[config.mk]
export PLATFORM = sky130hd
export DESIGN_NAME = mips_mc_control
export DESIGN_NICKNAME = d
export VERILOG_FILES = /design/src/rtl/mips_mc_control.sv
export SDC_FILE = /design/constraint.sdc
export NUM_CORES = 1
export LEC_CHECK = 0
export CAP_MARGIN = 20
export CELL_PAD_IN_SITES_DETAIL_PLACEMENT = 0
export CELL_PAD_IN_SITES_GLOBAL_PLACEMENT = 1
export CORE_ASPECT_RATIO = 1.4
export CORE_UTILIZATION = 38
export CTS_BUF_LIST = sky130_fd_sc_hd__clkbuf_4
export DETAILED_ROUTE_END_ITERATION = 7
export GPL_TIMING_DRIVEN = 0
export PLACE_DENSITY = 0.95
export SYNTH_ARGS = -nofsm -noshare
export SYNTH_HDL_FRONTEND = slang
export SYNTH_SLANG_ARGS = --single-unit
[constraint.sdc]
create_clock -name clk -period 4.4 [get_ports clk]
set_clock_uncertainty 0.1 [all_clocks]
set_input_delay 0.66 -clock clk [delete_from_list [all_inputs] [get_ports clk]]
set_output_delay 0.66 -clock clk [all_outputs]
set_load 0.05 [all_outputs]
[src/rtl/mips_mc_control.sv]
// Multicycle MIPS main controller: Moore FSM driving the datapath control inputs,
// with a stall hold, a sticky illegal-opcode halt and a retired-instruction counter.
module mips_mc_control #(
  parameter int CNT_W         = 32,
  parameter bit HALT_ON_ILLEG = 1'b1
) (
  input  logic             clk,
  input  logic             reset,
  input  logic [5:0]       OP,
  input  logic             stall,
  output logic             IorD,
  output logic             ALUSrcA,
  output logic [1:0]       ALUSrcB,
  output logic [1:0]       ALUOp,
  output logic [1:0]       PCSrc,
  output logic             IRWrite,
  output logic             PCWrite,
  output logic             MemWrite,
  output logic             RegWrite,
  output logic             Branch,
  output logic             RegDst,
  output logic             MemtoReg,
  output logic [3:0]       state,
  output logic             halted,
  output logic [CNT_W-1:0] retired
);

  typedef enum logic [3:0] {
    S_FETCH  = 4'd0,
    S_DECODE = 4'd1,
    S_MEMADR = 4'd2,
    S_MEMRD  = 4'd3,
    S_MEMWB  = 4'd4,
    S_MEMWR  = 4'd5,
    S_EXEC   = 4'd6,
    S_ALUWB  = 4'd7,
    S_BEQ    = 4'd8,
    S_ADDIEX = 4'd9,
    S_ADDIWB = 4'd10,
    S_JEX    = 4'd11,
    S_HALT   = 4'd15
  } state_t;

  localparam logic [5:0] OP_LW   = 6'b100011;
  localparam logic [5:0] OP_SW   = 6'b101011;
  localparam logic [5:0] OP_R    = 6'b000000;
  localparam logic [5:0] OP_BEQ  = 6'b000100;
  localparam logic [5:0] OP_ADDI = 6'b001000;
  localparam logic [5:0] OP_J    = 6'b000010;
  localparam logic [CNT_W-1:0] CNT_ONE = {{(CNT_W-1){1'b0}}, 1'b1};

  state_t           state_reg, state_next;
  logic [CNT_W-1:0] retired_reg;
  logic             retire;
  logic             ir_write_raw, pc_write_raw, mem_write_raw, reg_write_raw, branch_raw;

  always_ff @(posedge clk) begin
    if (reset) begin
      state_reg   <= S_FETCH;
      retired_reg <= '0;
    end else if (!stall) begin
      state_reg <= state_next;
      if (retire)
        retired_reg <= retired_reg + CNT_ONE;
    end
  end

  // Next state; unused encodings fall through to FETCH.
  always_comb begin
    state_next = S_FETCH;
    retire     = 1'b0;
    case (state_reg)
      S_FETCH:  state_next = S_DECODE;
      S_DECODE: begin
        case (OP)
          OP_LW, OP_SW: state_next = S_MEMADR;
          OP_R:         state_next = S_EXEC;
          OP_BEQ:       state_next = S_BEQ;
          OP_ADDI:      state_next = S_ADDIEX;
          OP_J:         state_next = S_JEX;
          default:      state_next = HALT_ON_ILLEG ? S_HALT : S_FETCH;
        endcase
      end
      S_MEMADR: state_next = (OP == OP_LW) ? S_MEMRD : S_MEMWR;
      S_MEMRD:  state_next = S_MEMWB;
      S_EXEC:   state_next = S_ALUWB;
      S_ADDIEX: state_next = S_ADDIWB;
      S_MEMWB, S_MEMWR, S_ALUWB, S_BEQ, S_ADDIWB, S_JEX: begin
        state_next = S_FETCH;
        retire     = 1'b1;
      end
      S_HALT:   state_next = S_HALT;
      default:  state_next = S_FETCH;
    endcase
  end

  always_comb begin
    IorD          = 1'b0;
    ALUSrcA       = 1'b0;
    ALUSrcB       = 2'b00;
    ALUOp         = 2'b00;
    PCSrc         = 2'b00;
    RegDst        = 1'b0;
    MemtoReg      = 1'b0;
    ir_write_raw  = 1'b0;
    pc_write_raw  = 1'b0;
    mem_write_raw = 1'b0;
    reg_write_raw = 1'b0;
    branch_raw    = 1'b0;
    case (state_reg)
      S_FETCH: begin
        ir_write_raw = 1'b1;
        pc_write_raw = 1'b1;
        ALUSrcB      = 2'b01;
      end
      S_DECODE: ALUSrcB = 2'b11;
      S_MEMADR: begin
        ALUSrcA = 1'b1;
        ALUSrcB = 2'b10;
      end
      S_MEMRD:  IorD = 1'b1;
      S_MEMWB: begin
        reg_write_raw = 1'b1;
        MemtoReg      = 1'b1;
      end
      S_MEMWR: begin
        IorD          = 1'b1;
        mem_write_raw = 1'b1;
      end
      S_EXEC: begin
        ALUSrcA = 1'b1;
        ALUOp   = 2'b10;
      end
      S_ALUWB: begin
        reg_write_raw = 1'b1;
        RegDst        = 1'b1;
      end
      S_BEQ: begin
        ALUSrcA    = 1'b1;
        ALUOp      = 2'b01;
        PCSrc      = 2'b01;
        branch_raw = 1'b1;
      end
      S_ADDIEX: begin
        ALUSrcA = 1'b1;
        ALUSrcB = 2'b10;
      end
      S_ADDIWB: reg_write_raw = 1'b1;
      S_JEX: begin
        PCSrc        = 2'b10;
        pc_write_raw = 1'b1;
      end
      default: ;
    endcase
  end

  // Stall masks only the state-changing enables, and does so in the same cycle.
  assign IRWrite  = ir_write_raw  & ~stall;
  assign PCWrite  = pc_write_raw  & ~stall;
  assign MemWrite = mem_write_raw & ~stall;
  assign RegWrite = reg_write_raw & ~stall;
  assign Branch   = branch_raw    & ~stall;

  assign state   = state_reg;
  assign halted  = (state_reg == S_HALT);
  assign retired = retired_reg;

endmodule

[Yosys cells after proc, flatten, opt, wreduce, memory -nomap -nowiden]
Index checks and enable logic that the tools add are counted.
Word-level totals
  flip-flop bits (word level): 36
  bits of input ports: 9
  logic and storage cells: 52
Cells by class
  $add $sub $neg: 1
  equality and inequality tests: 17
  mux-type cells: 16
  bitwise logic cells: 6
  reductions and logical operators: 10
Operator list (count)
  adder 32 x 1 -> 32 bit (second input constant): 1
  one-hot mux 4 bit (7 select lines): 1
  equality test 4 bit (second input constant): 5
  one-hot mux 4 bit (5 select lines): 1
  equality test 4 x 3 -> 1 bit (second input constant): 4
  equality test 6 bit (second input constant): 2
  2-to-1 mux 1 bit: 10
  equality test 4 x 2 -> 1 bit (second input constant): 2
  one-hot mux 2 bit (2 select lines): 2
  OR reduction 2 bit: 4
  equality test 6 x 2 -> 1 bit (second input constant): 1
  equality test 6 x 3 -> 1 bit (second input constant): 1
  equality test 6 x 4 -> 1 bit (second input constant): 1
  logical NOT 6 bit: 1
  one-hot mux 2 bit (3 select lines): 1
  OR reduction 6 bit: 1
  bitwise AND 1 bit: 5
  equality test 4 x 1 -> 1 bit (second input constant): 1
  logical NOT 4 bit: 1
  OR reduction 4 bit: 1
  2-to-1 mux 3 bit: 1
  OR reduction 3 bit: 1
  AND reduction 2 bit: 1
  inverter 1 bit: 1

[Logic depth before layout (Yosys ltp)]
Gate-level depths: netlist (run 1).
  depth in word-level cells: 4
  gate-level depth with buffers: 7

[Worst setup path after synthesis (run 1)]
OpenSTA, ideal clock, no wires.
  path kind: reg-to-output
  start: reg state_reg[1] (netlist: state[1])
  end: out IRWrite
  arrival time: 2.603 ns
  required time: 3.640 ns
  slack: 1.037 ns
  stages on the path, launching flop included: 5
  cell sequence: dfxtp_1 -> clkbuf_1 -> clkbuf_1 -> nor3_1 -> and2_1
Between the ends
  longest elaborated chain between the ends: 3
Ends and longest elaborated chain
  start: declaration: RTL line 52  | state_t state_reg, state_next;
  start signal: assignment: RTL line 62  | state_reg <= state_next;
  logical NOT 4 bit: RTL line 110  | case (state_reg)
  2-to-1 mux 1 bit: RTL line 110
  bitwise AND 1 bit: RTL line 158  | assign IRWrite = ir_write_raw & ~stall;
  end: declaration: RTL line 16  | output logic IRWrite,
No other way between the ends.

[Worst setup path after layout (run 1)]
  start: reg state_reg[3] (netlist: state[3])
  end: out PCWrite
Between the ends
  longest elaborated chain between the ends: 4
  elaborated cells between the ends (all ways): 5
  classes of those cells: eq/ne (1); mux (1); bitwise (1); reduce/logical (2)
Ends and longest elaborated chain
  equality test 4 bit / logical NOT 4 bit (equally long branches): RTL line 110
  OR reduction 2 bit (no source line) *
  2-to-1 mux 1 bit *: RTL line 110
  bitwise AND 1 bit *: RTL line 159  | assign PCWrite = pc_write_raw & ~stall;
  end: declaration: RTL line 17  | output logic PCWrite,
Mark *: on every way between the ends. The rest lies on a longest branch, timed or not.

==> results.py, run 1 <==
metrics = {
    "timing": {
        "tns_ps": 0,
        "finalMaxSlewViolations": 0,
        "fin_crit_ps": 3388,
        "hold_viol": 0,
        "relSlewSlack": 0.5126,
        "worstMarginPinSlew_ps": 728.3,
        "setup_viol": 0,
        "rsz0062_at_grt": "false",
        "post-route-period-util": 0.7699,
        "fmax_mhz": 295.2,
    },
    "detailed_routing": {
        "wl_per_cell_um": 13.20,
        "drt-initial-drc-count": 118,
        "routed-via-count": 2145,
        "wl_mm": 5.242,
        "drcViolationCount": 0,
        "first_pass_iters": 4,
        "ant_nets": 0,
        "vias_per_cell": 5.403,
    },
    "synth": {
        "synth_edf_count": 0,
        "synth_seq_cells": 36,
        "yosysUniqueCellTypes": 38,
        "yosysTopAreaCell": "dfxtp_1",
        "netlist_instances": 265,
        "synthTopCellsByArea": "dfxtp_1, xnor2_1, nor2_1, nor4_1, a21oi_1",
        "syn_nets": 275,
        "ys.flop_type": "dfxtp_1",
        "synthArstFlopShare": 0,
        "syn_area_per_cell_sq_um": 7.781,
        "netlist_area_sq_mm": 0.002062,
        "synth.top_cell.area_share": 0.3495,
        "synth-seq-area-share": 0.3495,
        "ys_warn_count": 0,
    },
    "clock_tree": {
        "clk_path_buf_depth": 2,
        "postCtsSetupBuffers": 0,
        "insertion_delay_ps": 340,
        "tritoncts": "built",
        "h-tree-depth": 2,
        "cts-root-buf": "clkbuf_4",
        "cts_resized": 0,
        "cts_sinks": 36,
        "cts_made_buffers": 5,
        "cts_hold_buffers": 0,
        "path_clk_slew_ps": 100,
    },
    "setup_path": {
        "worstSetupPathType": "flip-flop to output pin",
        "crit_fanout": 10,
        "startpoint_type": "flip-flop",
        "crit_arrival_ps": 2630,
        "worstSetupEndpointType": "output pin",
        "crit_required_ps": 3640,
    },
    "layout": {
        "ff_latch_area_sq_um": 720.7,
        "fin_util": 0.5349,
        "multiInputGateArea_sq_mm": 0.001236,
        "nFillCells": 527,
        "nNetsFinal": 341,
        "num_antenna_cells": 0,
        "drive_gt1_frac": 0.04834,
        "syn2layout_area_growth_pct": 34.83,
        "largest_reg_flops": 32,
    },
    "min_path": {
        "holdCritPathClass": "flip-flop to flip-flop",
    },
    "global_route": {
        "grt_max_degree": 11,
        "grt_pass1_vias": 1991,
        "grt.total_usage": 0.1927,
        "grt-ovfl-total": 0,
        "grt_first_pass_wirelength_mm": 8.790,
        "antenna_found_initial": 0,
    },
    "power": {
        "p_sw_w": 0.0002228,
        "switching_share": 0.3358,
        "power_frac_seq": 0.506,
        "power.internal_w": 0.0004407,
        "irDropWorstVdd_mv": 0.1618,
        "leakage_nw": 0.8557,
        "power_density_mw_per_mm2": 238.7,
        "pwr-share-comb": 0.251,
        "clock_power_share": 0.244,
        "p_total_w": 0.0006635,
    },
    "floorplanning": {
        "die_h_um": 89.16,
        "core-area_sq_mm": 0.005197,
        "rows": 31,
        "io_pins": 61,
        "dieArea_sq_mm": 0.005729,
        "die_w_um": 64.26,
        "initial_core_util": 0.3967,
    },
    "placed_design": {
        "io_buffers": 59,
        "dpl.hpwl_mm": 3.887,
        "routabilityCongestion": 0.8785,
    },
    "job": {
        "maxCapViolCount": 0,
    },
    "outcome": {
        "outcome": "finished clean",
    },
}
[Yosys cell counts, types with 5 or more instances]
cell      instances
or3_1             7
nor3_1            9
nand4_1           9
nand3_1           9
nor2b_1           6
dfxtp_1          36
clkbuf_1         16
and3_1            5
nor4_1           16
o21ai_0          11
nand2b_1          7
xnor2_1          23
nand2_1          18
a21oi_1          15
nor2_1           36
[metrics by stage]
| step | hold WS, ps | area [sq um] | setup WS, ps | cells |
|---|---|---|---|---|
| after floorplan | 625.1 | 2062 | 1037 | 265 |
| after global placement | 389.7 | 2735 | 1345 | 390 |
| after detailed placement | 411.8 | 2735 | 1347 | 390 |
| after CTS | 432.1 | 2780 | 1017 | 397 |
| after global routing | 482.3 | 2780 | 799.0 | 397 |
| final | 426.6 | 2780 | 1012 | 397 |
[cell usage in the layout (no fill, tap or decap), drive strengths merged]
cell            n
buf             3
o21ai          11
inv             4
and2            1
o31ai           1
clkbuf         21
a211oi          3
xnor2          23
a2bb2oi         1
or4             5
nor3            9
nand2          18
o22ai           2
nor3b           3
ha              1
mux2i           1
nor2b           6
or3             8
nand2b          7
or2             2
o311a           1
a21o            1
dfxtp          36
and3            5
nor4b           3
and4            3
nor4           16
nor2           36
mux2            3
nand4           9
clkinv          2
nand3          10
a221oi          1
a21oi          15
xor2            1
clkdlybuf4s50  59
[critical path, stage by stage, from the launching register on]
cell             delay (ps)
dfxtp_1                 340
clkbuf_1                310
clkbuf_1                390
nand3_1                 130
a211oi_1                270
clkdlybuf4s50_1         850
[final timing paths]
path / from / endpoint / slack [ps] / depth (start not counted)
worst max register to register: state[3] / retired[11] / 1810 / 7
worst min register to register: retired[22] / retired[22] / 430 / 2
worst max-delay path: state[3] / PCWrite / 1010 / 5
worst min-delay path: retired[22] / retired[22] / 430 / 2
[metal layers]
| metal | wire length [um] | GRT usage | vias up |
|---|---|---|---|
| met4 | 63 | 0.08081 | 0 |
| met5 | 0 | 0 | - |
| met3 | 327 | 0.04464 | 7 |
| li1 | - | - | 1075 |
| met2 | 2580 | 0.3522 | 70 |
| met1 | 2270 | 0.2134 | 993 |
[cells by family after synthesis]
group / Yosys count / share of synthesized area
AOI/OAI and AO/OA: 36 / 0.1007
xor gates and xnor gates: 24 / 0.1019
adders and majority gates: 1 / 0.006067
buffers and inverters: 23 / 0.05097
DFF: 36 / 0.3495
muxes: 4 / 0.02124
and+or+nand+nor: 141 / 0.3695
[area by class of cell]
cell class              instances  share of cell area
flip-flops and latches         36              0.2592
clock buffers                   5             0.01350
plain buffers                  19             0.03240
multi-input cells             206              0.4446
well taps                      66             0.02970
repair buffers                 59              0.2124
inverters                       4            0.005401
clock inverters                 2            0.002700
[power groups by stage]
stage                     sequential [W]  clock (W)  combinational, W
after CTS                       0.000335   0.000170          0.000166
after detailed placement        0.000343          0          0.000166
final                           0.000335   0.000162          0.000166
after global routing            0.000336   0.000183          0.000179
after floorplan                 0.000356          0         0.0000994
after global placement          0.000343          0          0.000166
Power figures use the tool's default switching activity.
==> run 2, diff against run 1 <==
--- a/config.mk
+++ b/config.mk
@@ -9,11 +9,11 @@
 export CELL_PAD_IN_SITES_DETAIL_PLACEMENT = 0
 export CELL_PAD_IN_SITES_GLOBAL_PLACEMENT = 1
 export CORE_ASPECT_RATIO = 1.4
-export CORE_UTILIZATION = 38
+export CORE_UTILIZATION = 35
 export CTS_BUF_LIST = sky130_fd_sc_hd__clkbuf_4
 export DETAILED_ROUTE_END_ITERATION = 7
 export GPL_TIMING_DRIVEN = 0
-export PLACE_DENSITY = 0.95
+export PLACE_DENSITY = 0.92
 export SYNTH_ARGS = -nofsm -noshare
 export SYNTH_HDL_FRONTEND = slang
 export SYNTH_SLANG_ARGS = --single-unit
==> constraint.sdc (replaced) <==
create_clock -name clk -period 3.2 [get_ports clk]
set_clock_uncertainty 0.1 [all_clocks]
set_input_delay 0.48 -clock clk [delete_from_list [all_inputs] [get_ports clk]]
set_output_delay 0.48 -clock clk [all_outputs]
set_load 0.05 [all_outputs]
==> run 2 against run 1 <==
Against the previous run:
- via count increased by 0.33%
- critical endpoint is now Branch
- register-to-register slack lost 1300 ps
- routed wire length up 0.52%
- final cell count increased by 0.76%
==> results.py, run 2 (synthesis results as in run 1) <==
metrics = {
    "outcome": {
        "outcome": "finished clean",
    },
    "setup_path": {
        "crit_fanout": 10,
        "max_stage_delay_ps": 790,
        "cpLargestDelayFamily": "buffers and inverters",
        "crit_arrival_ps": 2410,
        "worstSetupPathType": "flip-flop to output pin",
        "crit_path_start": "state[3]",
        "startpoint_type": "flip-flop",
        "crit_top_cell": "clkbuf_1",
        "crit_required_ps": 2620,
        "cp.buffers_inverters": 3,
        "crit_slowest_cell": "clkdlybuf4s50_1",
        "timing.rr.start": "state[3]",
        "cp_cell_sequence": "clkbuf_1 > clkbuf_1 > and3_1 > clkdlybuf4s50_1",
        "worstSetupEndpointType": "output pin",
    },
    "placed_design": {
        "dpl.hpwl_mm": 3.960,
        "routabilityCongestion": 0.8436,
        "dp.cells": 392,
        "io_buffers": 59,
    },
    "timing": {
        "worstMarginPinSlew_ps": 804.3,
        "relSlewSlack": 0.4617,
        "setup_viol": 0,
        "finalMaxSlewViolations": 0,
        "rsz0062_at_grt": "false",
        "hold_viol": 0,
        "fmax_mhz": 334.5,
        "fin_crit_ps": 2990,
        "tns_ps": 0,
        "post-route-period-util": 0.9343,
    },
    "global_route": {
        "grt_first_pass_wirelength_mm": 8.804,
        "grt_pass1_vias": 1937,
        "antenna_found_initial": 0,
        "grt-ovfl-total": 0,
        "grt_max_degree": 12,
        "grt.total_usage": 0.1793,
    },
    "power": {
        "power.internal_w": 0.0006086,
        "switching_share": 0.3391,
        "irDropWorstVdd_mv": 0.2052,
        "p_total_w": 0.0009210,
        "clock_power_share": 0.251,
        "power_frac_seq": 0.501,
        "leakage_nw": 0.8697,
        "power_density_mw_per_mm2": 330.5,
        "p_sw_w": 0.0003123,
        "pwr-share-comb": 0.248,
    },
    "detailed_routing": {
        "first_pass_iters": 4,
        "wl_per_cell_um": 13.17,
        "routed-via-count": 2152,
        "wl_mm": 5.269,
        "ant_nets": 0,
        "vias_per_cell": 5.380,
        "drcViolationCount": 0,
        "drt-initial-drc-count": 104,
    },
    "layout": {
        "drive_gt1_frac": 0.05422,
        "fin_util": 0.4971,
        "num_antenna_cells": 0,
        "final_cells": 400,
        "nNetsFinal": 341,
        "syn2layout_area_growth_pct": 35.13,
        "multiInputGateArea_sq_mm": 0.001236,
        "layout_common_cells": "clkdlybuf4s50_1, nor2_1, dfxtp_1",
        "nFillCells": 579,
        "final_common_cell": "clkdlybuf4s50_1",
        "largest_reg_flops": 32,
        "ff_latch_area_sq_um": 720.7,
    },
    "clock_tree": {
        "clk_path_buf_depth": 2,
        "tritoncts": "built",
        "insertion_delay_ps": 330,
        "cts_hold_buffers": 0,
        "path_clk_slew_ps": 110,
        "h-tree-depth": 2,
        "cts-root-buf": "clkbuf_4",
        "cts_made_buffers": 5,
        "cts_sinks": 36,
    },
    "floorplanning": {
        "dieArea_sq_mm": 0.006207,
        "initial_core_util": 0.3679,
        "die_w_um": 66.87,
        "io_pins": 61,
        "die_h_um": 92.82,
        "rows": 32,
        "core-area_sq_mm": 0.005605,
    },
    "job": {
        "maxCapViolCount": 0,
    },
    "min_path": {
        "holdCritPathClass": "flip-flop to flip-flop",
        "min-delay-start": "retired[30]",
    },
}
[run 2: cell count changes in the layout (fill, tap and decap cells not counted), sizes merged]
| cell | delta |
|---|---|
| clkdlybuf4s50 | -2 |
| dlygate4sd2 | +2 |
| clkinv | +1 |
[run 2: power by group through the flow]
stage                     registers [W]  clock network [W]  logic (W)
after floorplan                0.000489                  0   0.000137
after global placement         0.000471                  0   0.000228
after detailed placement       0.000472                  0   0.000229
after CTS                      0.000461           0.000244   0.000229
after global routing           0.000462           0.000260   0.000248
final                          0.000461           0.000231   0.000228
[run 2: stage by stage]
stage	worst slack, ps	cell area, sq um	hold slack (ps)
5_1_grt	61.18	2786	464.0
3_5_place_dp	363.8	2738	406.0
6_report	210.4	2786	421.7
4_1_cts	198.5	2786	423.9
2_1_floorplan	16.75	2062	620.5
3_3_place_gp	374.5	2738	385.8
[run 2: final timing paths]
kind	end	slack [ps]	cells past startpoint
max reg2reg	retired[23]	530	7
min reg2reg	retired[30]	420	2
max	Branch	210	4
min	retired[30]	420	2
[run 2: routing by layer]
| layer | vias up | GRT usage | share of wire |
|---|---|---|---|
| li1 | 1078 | - | - |
| met1 | 999 | 0.2140 | 0.44 |
| met2 | 68 | 0.3224 | 0.49 |
| met3 | 7 | 0.02709 | 0.058 |
| met4 | 0 | 0.04787 | 0.014 |
| met5 | - | 0 | 0 |
[run 2: tightest hold or removal path, delay by kind of cell (launching register included)]
family / cells / cell delay [ps]
AO/OA/AOI/OAI: 2 / 140
flip-flops: 1 / 340
[run 2: layout make-up]
type,instances,area share
plain buffers,19,0.03233
well taps,68,0.03053
clock inverters,3,0.004939
flip-flops and latches,36,0.2586
clock buffers,5,0.01347
multi-input cells,206,0.4436
inverters,4,0.005388
repair buffers,59,0.2110
[run 2: timing repair]
action | 4_1_cts | 5_1_grt
resized for setup | 2 | 0
setup endpoints to repair | 2 | 0
setup buffers | 0 | 0
==> run 3, diff against run 2 <==
==> constraint.sdc (replaced) <==
create_clock -name clk -period 3.3 [get_ports clk]
set_clock_uncertainty 0.1 [all_clocks]
set_input_delay 0.495 -clock clk [delete_from_list [all_inputs] [get_ports clk]]
set_output_delay 0.495 -clock clk [all_outputs]
set_load 0.05 [all_outputs]
==> run 3 against run 2 <==
Against the previous run:
- register-to-register slack better by 100 ps
- design area up 0.22%
- critical path depth up 2
- count of clock-buffer cells in the layout unchanged
- hold slack about the same
- clock power down 3%
- sequential cell count unchanged
- total power down 2.8%
- via count up 0.37%
==> results.py, run 3 (synthesis results as in run 1) <==
metrics = {
    "detailed_routing": {
        "routed-via-count": 2160,
        "ant_nets": 0,
        "drcViolationCount": 0,
        "wl_per_cell_um": 13.18,
        "drt-initial-drc-count": 121,
        "wl_mm": 5.272,
        "first_pass_iters": 4,
        "vias_per_cell": 5.400,
    },
    "timing": {
        "fmax_mhz": 323.8,
        "hold_viol": 0,
        "post-route-period-util": 0.9359,
        "holdWs_ps": 421.7,
        "rsz0062_at_grt": "false",
        "setup_viol": 0,
        "relSlewSlack": 0.4610,
        "tns_ps": 0,
        "finalMaxSlewViolations": 0,
        "fin_crit_ps": 3089,
        "worst_slack_ps": 211.4,
        "worstMarginPinSlew_ps": 805.4,
    },
    "floorplanning": {
        "core-area_sq_mm": 0.005605,
        "rows": 32,
        "io_pins": 61,
        "die_w_um": 66.87,
        "initial_core_util": 0.3679,
        "die_h_um": 92.82,
        "dieArea_sq_mm": 0.006207,
    },
    "power": {
        "leakage_nw": 0.8789,
        "power_density_mw_per_mm2": 320.4,
        "irDropWorstVdd_mv": 0.1990,
    },
    "min_path": {
        "min-delay-start": "retired[30]",
        "hold_path_end": "retired[30]",
        "holdCritPathClass": "flip-flop to flip-flop",
        "min_path_cells": 2,
    },
    "clock_tree": {
        "cts_sinks": 36,
        "path_clk_slew_ps": 110,
        "cts_made_buffers": 5,
        "cts_hold_buffers": 0,
        "insertion_delay_ps": 330,
        "cts-root-buf": "clkbuf_4",
        "h-tree-depth": 2,
        "tritoncts": "built",
        "clk_path_buf_depth": 2,
        "postCtsSetupBuffers": 0,
    },
    "outcome": {
        "outcome": "finished clean",
    },
    "setup_path": {
        "worstSetupPathType": "flip-flop to output pin",
        "startpoint_type": "flip-flop",
        "timing.rr.start": "state[3]",
        "worst_r2r_path_depth": 7,
        "r2r_setup_slack_ps": 630,
        "worstSetupEndpointType": "output pin",
        "crit_arrival_ps": 2490,
        "crit_fanout": 10,
        "crit_required_ps": 2700,
        "r2r_end": "retired[23]",
    },
    "layout": {
        "layout_common_cells": "clkdlybuf4s50_1, nor2_1, dfxtp_1",
        "largest_reg_flops": 32,
        "syn2layout_area_growth_pct": 35.44,
        "num_antenna_cells": 0,
        "nNetsFinal": 341,
        "nFillCells": 576,
        "fin_area_sq_mm": 0.002793,
        "drive_gt1_frac": 0.05723,
        "final_common_cell": "clkdlybuf4s50_1",
    },
    "placed_design": {
        "routabilityCongestion": 0.8436,
        "placed_cell_area_sq_mm": 0.002738,
        "dpl.hpwl_mm": 3.960,
        "place_ws_ps": 448.8,
        "io_buffers": 59,
    },
    "global_route": {
        "grt_pass1_vias": 1937,
        "grt_first_pass_wirelength_mm": 8.804,
        "grt_max_degree": 12,
        "grt.total_usage": 0.1793,
        "antenna_found_initial": 0,
        "grt-ovfl-total": 0,
    },
    "job": {
        "maxCapViolCount": 0,
    },
}
run 3: cell count changes in the layout (fill, tap and decap cells not counted):
cell,before,now
dlygate4sd2_1,2,0
clkbuf_1,16,15
clkbuf_2,0,1
clkdlybuf4s50_1,57,58
dlymetal6s2s_1,0,1
run 3: through the flow:
stage | power (W) | instances | utilization
after global routing | 0.0009421 | 400 | 0.4982
after CTS | 0.0009071 | 400 | 0.4975
after detailed placement | 0.0006797 | 392 | 0.4884
after global placement | 0.0006783 | 392 | 0.4884
final | 0.0008948 | 400 | 0.4982
after floorplan | 0.0006067 | 265 | -
run 3: how the worst max path moves through the flow:
stage	to	start	slack, ps	depth (start not counted)
2_1_floorplan	IRWrite	state[1]	100	4
3_3_place_gp	PCWrite	state[3]	460	5
3_5_place_dp	PCWrite	state[1]	450	5
4_1_cts	PCWrite	state[3]	60	5
5_1_grt	RegWrite	state[3]	80	6
6_report	RegWrite	state[3]	210	6
run 3: metal layers:
metal  up-vias  track usage  routed length, um  share of wire
li1       1079            -                  -              -
met1      1004       0.2140               2288           0.43
met2        70       0.3224               2595           0.49
met3         7      0.02709                315          0.060
met4         0      0.04787                 74          0.014
met5         -            0                  0              0
run 3: power breakdown:
group	switching [W]	internal, W
Clock	0.000146	0.0000783
Combinational	0.000149	0.0000736
Sequential	0.00000777	0.000440
Total	0.000303	0.000592
run 3: repair_timing:
item                                    in CTS  in global routing
endpoints found under the setup margin       0                  2
hold endpoints to repair                     0                  0
gates resized for setup                      0                  3
run 3: final cells by class:
type	instances	area [sq um]	share of cell area
flip-flops and latches	36	720.7	0.2581
well taps	68	85.08	0.03047
clock inverters	3	13.76	0.004928
multi-input cells	206	1236	0.4427
clock buffers	5	37.54	0.01344
repair buffers	59	593.1	0.2124
plain buffers	19	91.34	0.03271
inverters	4	15.01	0.005376
run 3: critical path, stage by stage (launching register included):
cell	delay (ps)
dfxtp_1	340
clkbuf_1	320
clkbuf_2	300
mux2i_1	220
a21oi_1	90
nor2_1	90
clkdlybuf4s50_1	810
